--- config.mk ---
export PLATFORM = sky130hd
export DESIGN_NAME = alu_regfile_core
export DESIGN_NICKNAME = d
export VERILOG_FILES = /design/src/rtl/alu_regfile_pkg.sv /design/src/rtl/alu_regfile_core_seq_divider.sv /design/src/rtl/alu_regfile_core.sv
export SDC_FILE = /design/constraint.sdc
export NUM_CORES = 1
export LEC_CHECK = 0
export CAP_MARGIN = 15
export CORE_MARGIN = 2
export CORE_UTILIZATION = 40
export DETAILED_ROUTE_END_ITERATION = 8
export GPL_TIMING_DRIVEN = 0
export SLEW_MARGIN = 30
export SYNTH_ARGS = -nofsm -noshare
export SYNTH_HDL_FRONTEND = slang
export SYNTH_SLANG_ARGS = --single-unit
--- constraint.sdc ---
create_clock -name clk -period 15.35 [get_ports clk]
set_clock_uncertainty 0.2 [all_clocks]
set_input_delay 3.07 -clock clk [delete_from_list [all_inputs] [get_ports clk]]
set_output_delay 3.07 -clock clk [all_outputs]
set_load 0.005 [all_outputs]
--- src/rtl/alu_regfile_pkg.sv ---
// Shared opcode and FSM state encodings for the register-file ALU core.
package alu_regfile_pkg;

    localparam int OP_W = 3;

    typedef enum logic [OP_W-1:0] {
        OP_ADD  = 3'b000,
        OP_SUB  = 3'b001,
        OP_MUL  = 3'b010,
        OP_DIV  = 3'b011,
        OP_LOAD = 3'b100
    } op_e;

    typedef enum logic [1:0] {
        ST_IDLE = 2'd0,
        ST_EXEC = 2'd1,
        ST_DIV  = 2'd2
    } state_e;

endpackage

--- src/rtl/alu_regfile_core_seq_divider.sv ---
// Unsigned restoring divider producing one quotient bit per cycle, MSB first.
module seq_divider
    import alu_regfile_pkg::*;
#(
    parameter int WIDTH = 16
) (
    input  logic             clk,
    input  logic             rst,
    input  logic             start,
    input  logic [WIDTH-1:0] dividend,
    input  logic [WIDTH-1:0] divisor,
    output logic             busy,
    output logic             done,
    output logic [WIDTH-1:0] quotient,
    output logic [WIDTH-1:0] remainder
);

    localparam int CW = $clog2(WIDTH) + 1;

    logic [WIDTH-1:0] quo_q;
    logic [WIDTH-1:0] rem_q;
    logic [WIDTH-1:0] den_q;
    logic [CW-1:0]    count;
    logic [WIDTH:0]   trial;
    logic             fits;

    // quotient/remainder present the result of the step taken on the next edge,
    // so the parent can write back on the same edge as the final iteration.
    always_comb begin
        trial     = {rem_q, quo_q[WIDTH-1]};
        fits      = (trial >= {1'b0, den_q});
        quotient  = {quo_q[WIDTH-2:0], fits};
        remainder = fits ? (trial[WIDTH-1:0] - den_q) : trial[WIDTH-1:0];
    end

    assign done = busy && (count == CW'(WIDTH - 1));

    always_ff @(posedge clk) begin
        if (rst) begin
            busy  <= 1'b0;
            count <= '0;
            quo_q <= '0;
            rem_q <= '0;
            den_q <= '0;
        end else if (start && !busy) begin
            busy  <= 1'b1;
            count <= '0;
            quo_q <= dividend;
            rem_q <= '0;
            den_q <= divisor;
        end else if (busy) begin
            quo_q <= quotient;
            rem_q <= remainder;
            count <= count + CW'(1);
            if (done) begin
                busy <= 1'b0;
            end
        end
    end

endmodule

--- src/rtl/alu_regfile_core.sv ---
// Sequential ALU with an internal register file, one instruction in flight at a time.
module alu_regfile_core
    import alu_regfile_pkg::*;
#(
    parameter int WIDTH = 16,
    parameter int NREGS = 16,
    localparam int AW = $clog2(NREGS)
) (
    input  logic            clk,
    input  logic            rst,
    input  logic            in_valid,
    output logic            in_ready,
    input  logic [OP_W-1:0] op,
    input  logic [AW-1:0]   rd,
    input  logic [AW-1:0]   rs1,
    input  logic [AW-1:0]   rs2,
    input  logic [WIDTH-1:0] imm,
    input  logic            ci,
    output logic            done,
    output logic [WIDTH-1:0] result,
    output logic [WIDTH-1:0] rem,
    output logic            flag_c,
    output logic            flag_v,
    output logic            flag_dz,
    output logic            flag_err,
    input  logic [AW-1:0]   dbg_addr,
    output logic [WIDTH-1:0] dbg_data
);

    localparam logic [1:0] IDLE   = ST_IDLE;
    localparam logic [1:0] EXEC   = ST_EXEC;
    localparam logic [1:0] DIVIDE = ST_DIV;

    logic [WIDTH-1:0]   regs [NREGS];
    logic [1:0]         state;
    logic [OP_W-1:0]    op_q;
    logic [AW-1:0]      rd_q;
    logic               ci_q;
    logic [WIDTH-1:0]   imm_q;
    logic [WIDTH-1:0]   a_q;
    logic [WIDTH-1:0]   b_q;

    logic               accept;
    logic               div_start;
    logic               div_busy;
    logic               div_done;
    logic [WIDTH-1:0]   div_quo;
    logic [WIDTH-1:0]   div_rem;

    logic [WIDTH:0]     sum;
    logic [WIDTH:0]     diff;
    logic [2*WIDTH-1:0] prod;
    logic [WIDTH-1:0]   exec_result;
    logic [WIDTH-1:0]   exec_rem;
    logic               exec_c;
    logic               exec_v;
    logic               exec_dz;
    logic               exec_err;
    logic               exec_we;

    assign in_ready  = (state == IDLE) && !div_busy;
    assign accept    = in_valid && in_ready;
    assign div_start = accept && (op == OP_DIV) && (regs[rs2] != '0);
    assign dbg_data  = regs[dbg_addr];

    seq_divider #(.WIDTH(WIDTH)) u_div (
        .clk       (clk),
        .rst       (rst),
        .start     (div_start),
        .dividend  (regs[rs1]),
        .divisor   (regs[rs2]),
        .busy      (div_busy),
        .done      (div_done),
        .quotient  (div_quo),
        .remainder (div_rem)
    );

    // Single-cycle ops work on operands captured at accept; a DIV that reaches
    // EXEC is always a divide-by-zero, since nonzero divisors go to DIVIDE.
    always_comb begin
        sum         = {1'b0, a_q} + {1'b0, b_q} + {{WIDTH{1'b0}}, ci_q};
        diff        = {1'b0, a_q} - {1'b0, b_q} - {{WIDTH{1'b0}}, ci_q};
        prod        = {{WIDTH{1'b0}}, a_q} * {{WIDTH{1'b0}}, b_q};
        exec_result = '0;
        exec_rem    = '0;
        exec_c      = 1'b0;
        exec_v      = 1'b0;
        exec_dz     = 1'b0;
        exec_err    = 1'b0;
        exec_we     = 1'b0;
        case (op_q)
            OP_ADD: begin
                exec_result = sum[WIDTH-1:0];
                exec_c      = sum[WIDTH];
                exec_we     = 1'b1;
            end
            OP_SUB: begin
                exec_result = diff[WIDTH-1:0];
                exec_c      = diff[WIDTH];
                exec_we     = 1'b1;
            end
            OP_MUL: begin
                exec_result = prod[WIDTH-1:0];
                exec_v      = |prod[2*WIDTH-1:WIDTH];
                exec_we     = 1'b1;
            end
            OP_DIV: begin
                exec_result = '1;
                exec_rem    = a_q;
                exec_dz     = 1'b1;
                exec_we     = 1'b1;
            end
            OP_LOAD: begin
                exec_result = imm_q;
                exec_we     = 1'b1;
            end
            default: begin
                exec_err = 1'b1;
            end
        endcase
    end

    always_ff @(posedge clk) begin
        if (rst) begin
            state    <= IDLE;
            op_q     <= '0;
            rd_q     <= '0;
            ci_q     <= 1'b0;
            imm_q    <= '0;
            a_q      <= '0;
            b_q      <= '0;
            done     <= 1'b0;
            result   <= '0;
            rem      <= '0;
            flag_c   <= 1'b0;
            flag_v   <= 1'b0;
            flag_dz  <= 1'b0;
            flag_err <= 1'b0;
            for (int i = 0; i < NREGS; i++) begin
                regs[i] <= '0;
            end
        end else begin
            done <= 1'b0;
            case (state)
                IDLE: begin
                    if (accept) begin
                        op_q  <= op;
                        rd_q  <= rd;
                        ci_q  <= ci;
                        imm_q <= imm;
                        a_q   <= regs[rs1];
                        b_q   <= regs[rs2];
                        state <= div_start ? DIVIDE : EXEC;
                    end
                end
                EXEC: begin
                    if (exec_we) begin
                        regs[rd_q] <= exec_result;
                    end
                    result   <= exec_result;
                    rem      <= exec_rem;
                    flag_c   <= exec_c;
                    flag_v   <= exec_v;
                    flag_dz  <= exec_dz;
                    flag_err <= exec_err;
                    done     <= 1'b1;
                    state    <= IDLE;
                end
                DIVIDE: begin
                    if (div_done) begin
                        regs[rd_q] <= div_quo;
                        result     <= div_quo;
                        rem        <= div_rem;
                        flag_c     <= 1'b0;
                        flag_v     <= 1'b0;
                        flag_dz    <= 1'b0;
                        flag_err   <= 1'b0;
                        done       <= 1'b1;
                        state      <= IDLE;
                    end
                end
                default: begin
                    state <= IDLE;
                end
            endcase
        end
    end

endmodule

# After elaboration in Yosys (flattened, before gate mapping)
# Memory sizes are Yosys's and may differ from the RTL's.
# Index checks and enable logic that the tools add are counted.
[op_classes]
addsub = 6
multipliers = 1
order_cmp = 1
eq_ne = 10
mux = 41
bitwise_logic = 1
reduce_logical = 19
[ops]
columns = ["op", "count"]
rows = [
  ["16-bit 2-to-1 mux", 8],
  ["16-bit one-hot mux with 5 select lines", 1],
  ["16-bit one-hot mux with 2 select lines", 2],
  ["16-bit by 16-bit multiplier with 32-bit output", 1],
  ["16-bit OR reduction", 2],
  ["1-bit 2-to-1 mux", 19],
  ["16-bit by 16-bit adder with 17-bit output", 1],
  ["17-bit by 1-bit adder with 17-bit output", 1],
  ["17-bit by 16-bit >= comparator with 1-bit output", 1],
  ["16-bit by 16-bit subtractor with 17-bit output", 1],
  ["17-bit by 1-bit subtractor with 17-bit output", 1],
  ["16-bit nonzero test", 1],
  ["16-bit subtractor", 1],
  ["1-bit one-hot mux with 2 select lines", 6],
  ["3-bit by 2-bit == test with 1-bit output, second input constant", 3],
  ["1-bit logical AND", 6],
  ["2-bit 2-to-1 mux", 3],
  ["2-bit AND reduction", 3],
  ["5-bit by 1-bit adder with 5-bit output, second input constant", 1],
  ["5-bit by 4-bit == test with 1-bit output, second input constant", 1],
  ["5-bit OR reduction", 1],
  ["4-bit 2-to-1 mux", 1],
  ["2-bit != test, second input constant", 2],
  ["2-bit one-hot mux with 2 select lines", 1],
  ["10 further kinds", 11],
]
[word_totals]
reg_bits = 149
ram_bits = 256
output_inout_bits = 54
wordCells = 99
mem_count = 1
[memory_table]
columns = ["name", "words", "word_bits", "read_ports", "rd_ports_with_merged_regs", "write_ports", "line_no", "source"]
rows = [
  ["regs", 16, 16, 3, 0, 16, "alu_regfile_core.sv:34", "logic [WIDTH-1:0] regs [NREGS];"],
]

# Logic depth before layout (Yosys ltp)
[depth]
depth_word = 10
mapped_depth = 25
mapped_depth_nobuf = 23

# Cells and area by module
# A second synthesis with hierarchy kept.
[unflattened]
cells_unflattened = 3114
area_unflattened_um2 = 32755.2
[by_module_without_submodules]
columns = ["module", "n_inst", "cells_per_inst", "area_per_inst_um2", "seq_area_each_um2"]
rows = [
  ["alu_regfile_core", 1, 2697, 29378.2, 9589.2],
  ["seq_divider", 1, 417, 3377.0, 1081.0],
]

# Worst setup path after synthesis
# Ideal clock, no wire load.
[synth_timing]
path_type = "input port to output port"
from = "input dbg_addr[0]"
to = "output dbg_data[0]"
arrival_time_ns = 5.019
path_slack_ns = 7.061
cell_stages = 4
n_path_buf = 2
path_cell_list = "clkbuf_1 > buf_1 > mux4_2 > mux4_2"
[synth_via]
elab_chain_len = 1
[synth_lines]
columns = ["item", "line_no", "source"]
rows = [
  ["from (decl)", "alu_regfile_core.sv:26", "input logic [AW-1:0] dbg_addr,"],
  ["memory 16 x 16 bit", "n/a", ""],
  ["to (decl)", "alu_regfile_core.sv:27", "output logic [WIDTH-1:0] dbg_data"],
]
# Every way passes these cells.

# Worst setup path after layout
[layout_timing]
from = "input dbg_addr[0]"
to = "output dbg_data[6]"
# The elaborated chain is that of the path after synthesis.

==> impl_results.md <==
- Worst flop-to-flop path startpoint: a_q[8]
- Max Root-Sink Buffers: 3
- Critical Path RT: approximately 12 ns
- Root Buffer: clkbuf_16
- Worst hold path type: flop to flop
- Slew headroom: 22.6%
- Reg-to-reg endpoint: regs[10][14]
- Netlist cell types: 73
- Core area: 79100 sq um
- GR Layer Usage met2: 43.8%
- #FFs+latches synth: 405
- Hold path depth: 2
- Synth Flop Type: edfxtp_1
- WP data arrival: 5.93 ns
- CP most frequent cell: mux4_2
- CP Capture Type: output port
- Final Hold Viols: 0
- Worst Hold End: result[7]
- Slowest CP cell: clkbuf_1
- GR peak layer: met2
- Largest net degree at the start of global routing: 17
- Fmax: about 110 MHz
- # DRC: 0
- Part of the cycle the worst path needs: 59.9%
- Vias in the first global route: 25192
- Ys async rst share: 0%
- CTS tree: built
- IO buf count: 79
- Clock power share: 36.1%
- Nets: roughly 3600
- Outcome: complete, no violations
- CTS Hold Buffers Added: 0
- Die H: 287 um
- EDFF count, synth: 256
- Routed WL per cell: 25.8 um
- Synth Instances: about 3000
- PD cells: between 80 and 90 nW/um^2
- Clk sinks: between 400 and 500
- CTS resizes: 0
- Switching power: 1.05 mW
- Initial Utilization: 40.5%
- Final worst setup slack: 6.15 ns
- Avg Inst Size Synth: 10.6 sq um
- Setup CP Type: primary input to output port
- Final Max Tran Viols: 0
- FP Rows: 103
- Period minus WS final: 9.20 ns
- H-tree levels: 2
- VDD IR max: 0.0000945 V
- Initial DRC Count: 2622
- Switching share of power: 32.7%
- TritonCTS buffer count: 46
- LEAKAGE: roughly 13 nW
- Die area: approximately 82000 sq um
- First-pass GRT wire length: ~160000 um
- Crit path launch type: primary input
- Met1 Use GR: 33.8%
- Yosys synthesis warning count: 0
- Detailed Routing Iterations Pass 1: 5
- # IOs: 93
- Wirelength, routed: 109000 um
- Die width: 287 um
- GRT Resource Usage Total: 26.8%
- GRT met3 Usage: 5.99%
- Worst R2R Path Depth: 23
- Post-synthesis cell area: 32100 sq um
- Post-place setup slack: 5.90 ns
- Sequential share of power: 39.1%
- TNS Setup: 0 ns
- Critical Path, Cell by Cell: clkbuf_1 -> buf_1 -> buf_8 -> mux4_2 -> mux4_2 -> clkdlybuf4s50_1
- Initial antenna violation count: 6
- Worst-Margin Slew: 1.16 ns
- Gr ovfl total: 0
- Slowest stage delay, CP: 0.60 ns
- Final antenna-violating net count: 0
- Logic pwr share: roughly a quarter
- Post-Syn Nets: approximately 3400
- Post-CTS Setup Bufs: 0
- Clock latency at the later pin of the worst-skew pair: around 0.65 ns
- R2r setup slk: approximately 6.4 ns
- DPL Wire Length: 86100 um
- RSZ-0062 raised after global routing: no
- Layout cells sized above 1: 11.1%
- # setup viols final: 0
- Crit-path max FO: 10
- Reg clk slew, reported paths: 0.06 ns
- Fillers: 7548
- Worst hold path startpoint: result[7]
- Area delta synth->final: 11.7%
- Via density: 5.91
- Sequential fraction of the synthesis area: 33.3%
- Gpl congestion: between 0.9 and 1
- Max cap viols: 0
- Power Internal: 2.16 mW
- Vias: 25016
==> sequential cells by signal (all words and copies together) (netlist names), 5 cells and up <==
signal	count
regs	256
a_q	16
u_div.den_q	16
imm_q	16
u_div.count	5
rem	16
b_q	16
result	16
u_div.quo_q	16
u_div.rem_q	16
==> placed cells by master, fill, tap and decap left out, types with 7 or more instances in the layout <==
cell             count
a211oi_1            20
a21o_1              22
a21oi_1            161
a221oi_1             9
a22oi_1             29
a311oi_1             8
a31oi_1             11
and2_1             103
and3_1              11
buf_1               17
buf_2               14
clkbuf_1           163
clkbuf_16           46
clkbuf_2             7
clkdlybuf4s50_1     79
clkinv_1            12
dfxtp_1            149
edfxtp_1           256
fa_1               199
ha_1               171
inv_1              284
mux2i_1             48
mux4_2             240
nand2_1            358
nand2b_1            17
nand3_1             21
nand4_1             13
nor2_1             386
nor2b_1             11
nor3_1              24
o211ai_1            19
o21a_1               9
o21ai_0             60
o21bai_1             8
o22ai_1             10
or3_1                7
xnor2_1             41
xor2_1              15
==> final cells by class <==
class	instances	area [sq um]	area share, %
multi-input cells	2124	19500	54.5
flip-flops and latches	405	10700	29.8
inverters	287	1080	3.01
diodes	3	7.51	0.0210
well taps	1050	1310	3.67
repair buffers	80	806	2.25
clock inverters	27	345	0.964
plain buffers	200	818	2.29
clock buffers	59	1240	3.46
==> synth_stat cells, types with 19 or more instances <==
library cell | count | share of area (%)
a211oi_1 | 20 | 0.47
a21o_1 | 22 | 0.52
a21oi_1 | 161 | 2.5
a22oi_1 | 29 | 0.68
and2_1 | 103 | 2.0
buf_1 | 30 | 0.35
clkbuf_1 | 155 | 1.8
dfxtp_1 | 149 | 9.3
edfxtp_1 | 256 | 24
fa_1 | 199 | 12
ha_1 | 171 | 6.7
inv_1 | 284 | 3.3
mux2i_1 | 48 | 1.5
mux4_2 | 240 | 17
nand2_1 | 361 | 4.2
nand3_1 | 21 | 0.33
nor2_1 | 386 | 4.5
nor3_1 | 24 | 0.37
o211ai_1 | 19 | 0.45
o21ai_0 | 60 | 0.94
xnor2_1 | 41 | 1.1
==> critical path, delay by kind of cell <==
family	cells	cell delay [ns]
buf+inv	4	1.75
mux	2	1.09
==> logic make-up (layout without fill, tap and decap cells) <==
kind of cell	Yosys count	count (layout)	synth area share, %
xor gates and xnor gates	56	56	1.53
adders and majority gates	370	370	19.1
other	0	3	0
AOI/OAI and AO/OA	428	428	8.55
muxes	288	288	18.4
and+or+nand+nor	982	982	13.3
DFF	405	405	33.3
buffers and inverters	487	653	5.86
==> power groups by stage <==
stage	logic, mW	registers [mW]	clock network (mW)
floorplan	0.513	1.25	0
global placement	0.776	1.27	0
detailed placement	0.781	1.28	0
CTS	0.785	1.25	1.17
global route	0.850	1.26	1.21
finish	0.799	1.26	1.16
==> routing by layer <==
| metal | up-vias | part of all wire (%) |
|---|---|---|
| li1 | 10887 | - |
| met1 | 12524 | 37 |
| met2 | 1327 | 47 |
| met4 | 6 | 5.2 |
| met5 | - | 0.038 |
| met3 | 272 | 10 |
==> through the flow <==
step	cell area, sq um	std cells	power [mW]	hold slack, ns	util, %
3_5_place_dp	34200	4146	2.06	0.248	43.2
6_report	35800	4235	3.22	0.254	45.3
4_1_cts	35800	4232	3.20	0.256	45.2
3_3_place_gp	34200	4145	2.05	0.244	43.2
5_1_grt	35800	4233	3.32	0.277	45.2
2_1_floorplan	32100	3016	1.76	0.232	-
==> worst max-delay path by stage <==
stage	to	cells after the start	slack [ns]	from
2_1_floorplan	dbg_data[0]	4	7.06	dbg_addr[0]
3_3_place_gp	dbg_data[10]	5	5.82	dbg_addr[0]
3_5_place_dp	dbg_data[11]	5	5.90	dbg_addr[0]
4_1_cts	dbg_data[13]	5	5.90	dbg_addr[0]
5_1_grt	regs[10][14]	25	6.02	a_q[1]
6_report	dbg_data[6]	6	6.15	dbg_addr[0]
Note: power is estimated with default switching activity, not from simulation.
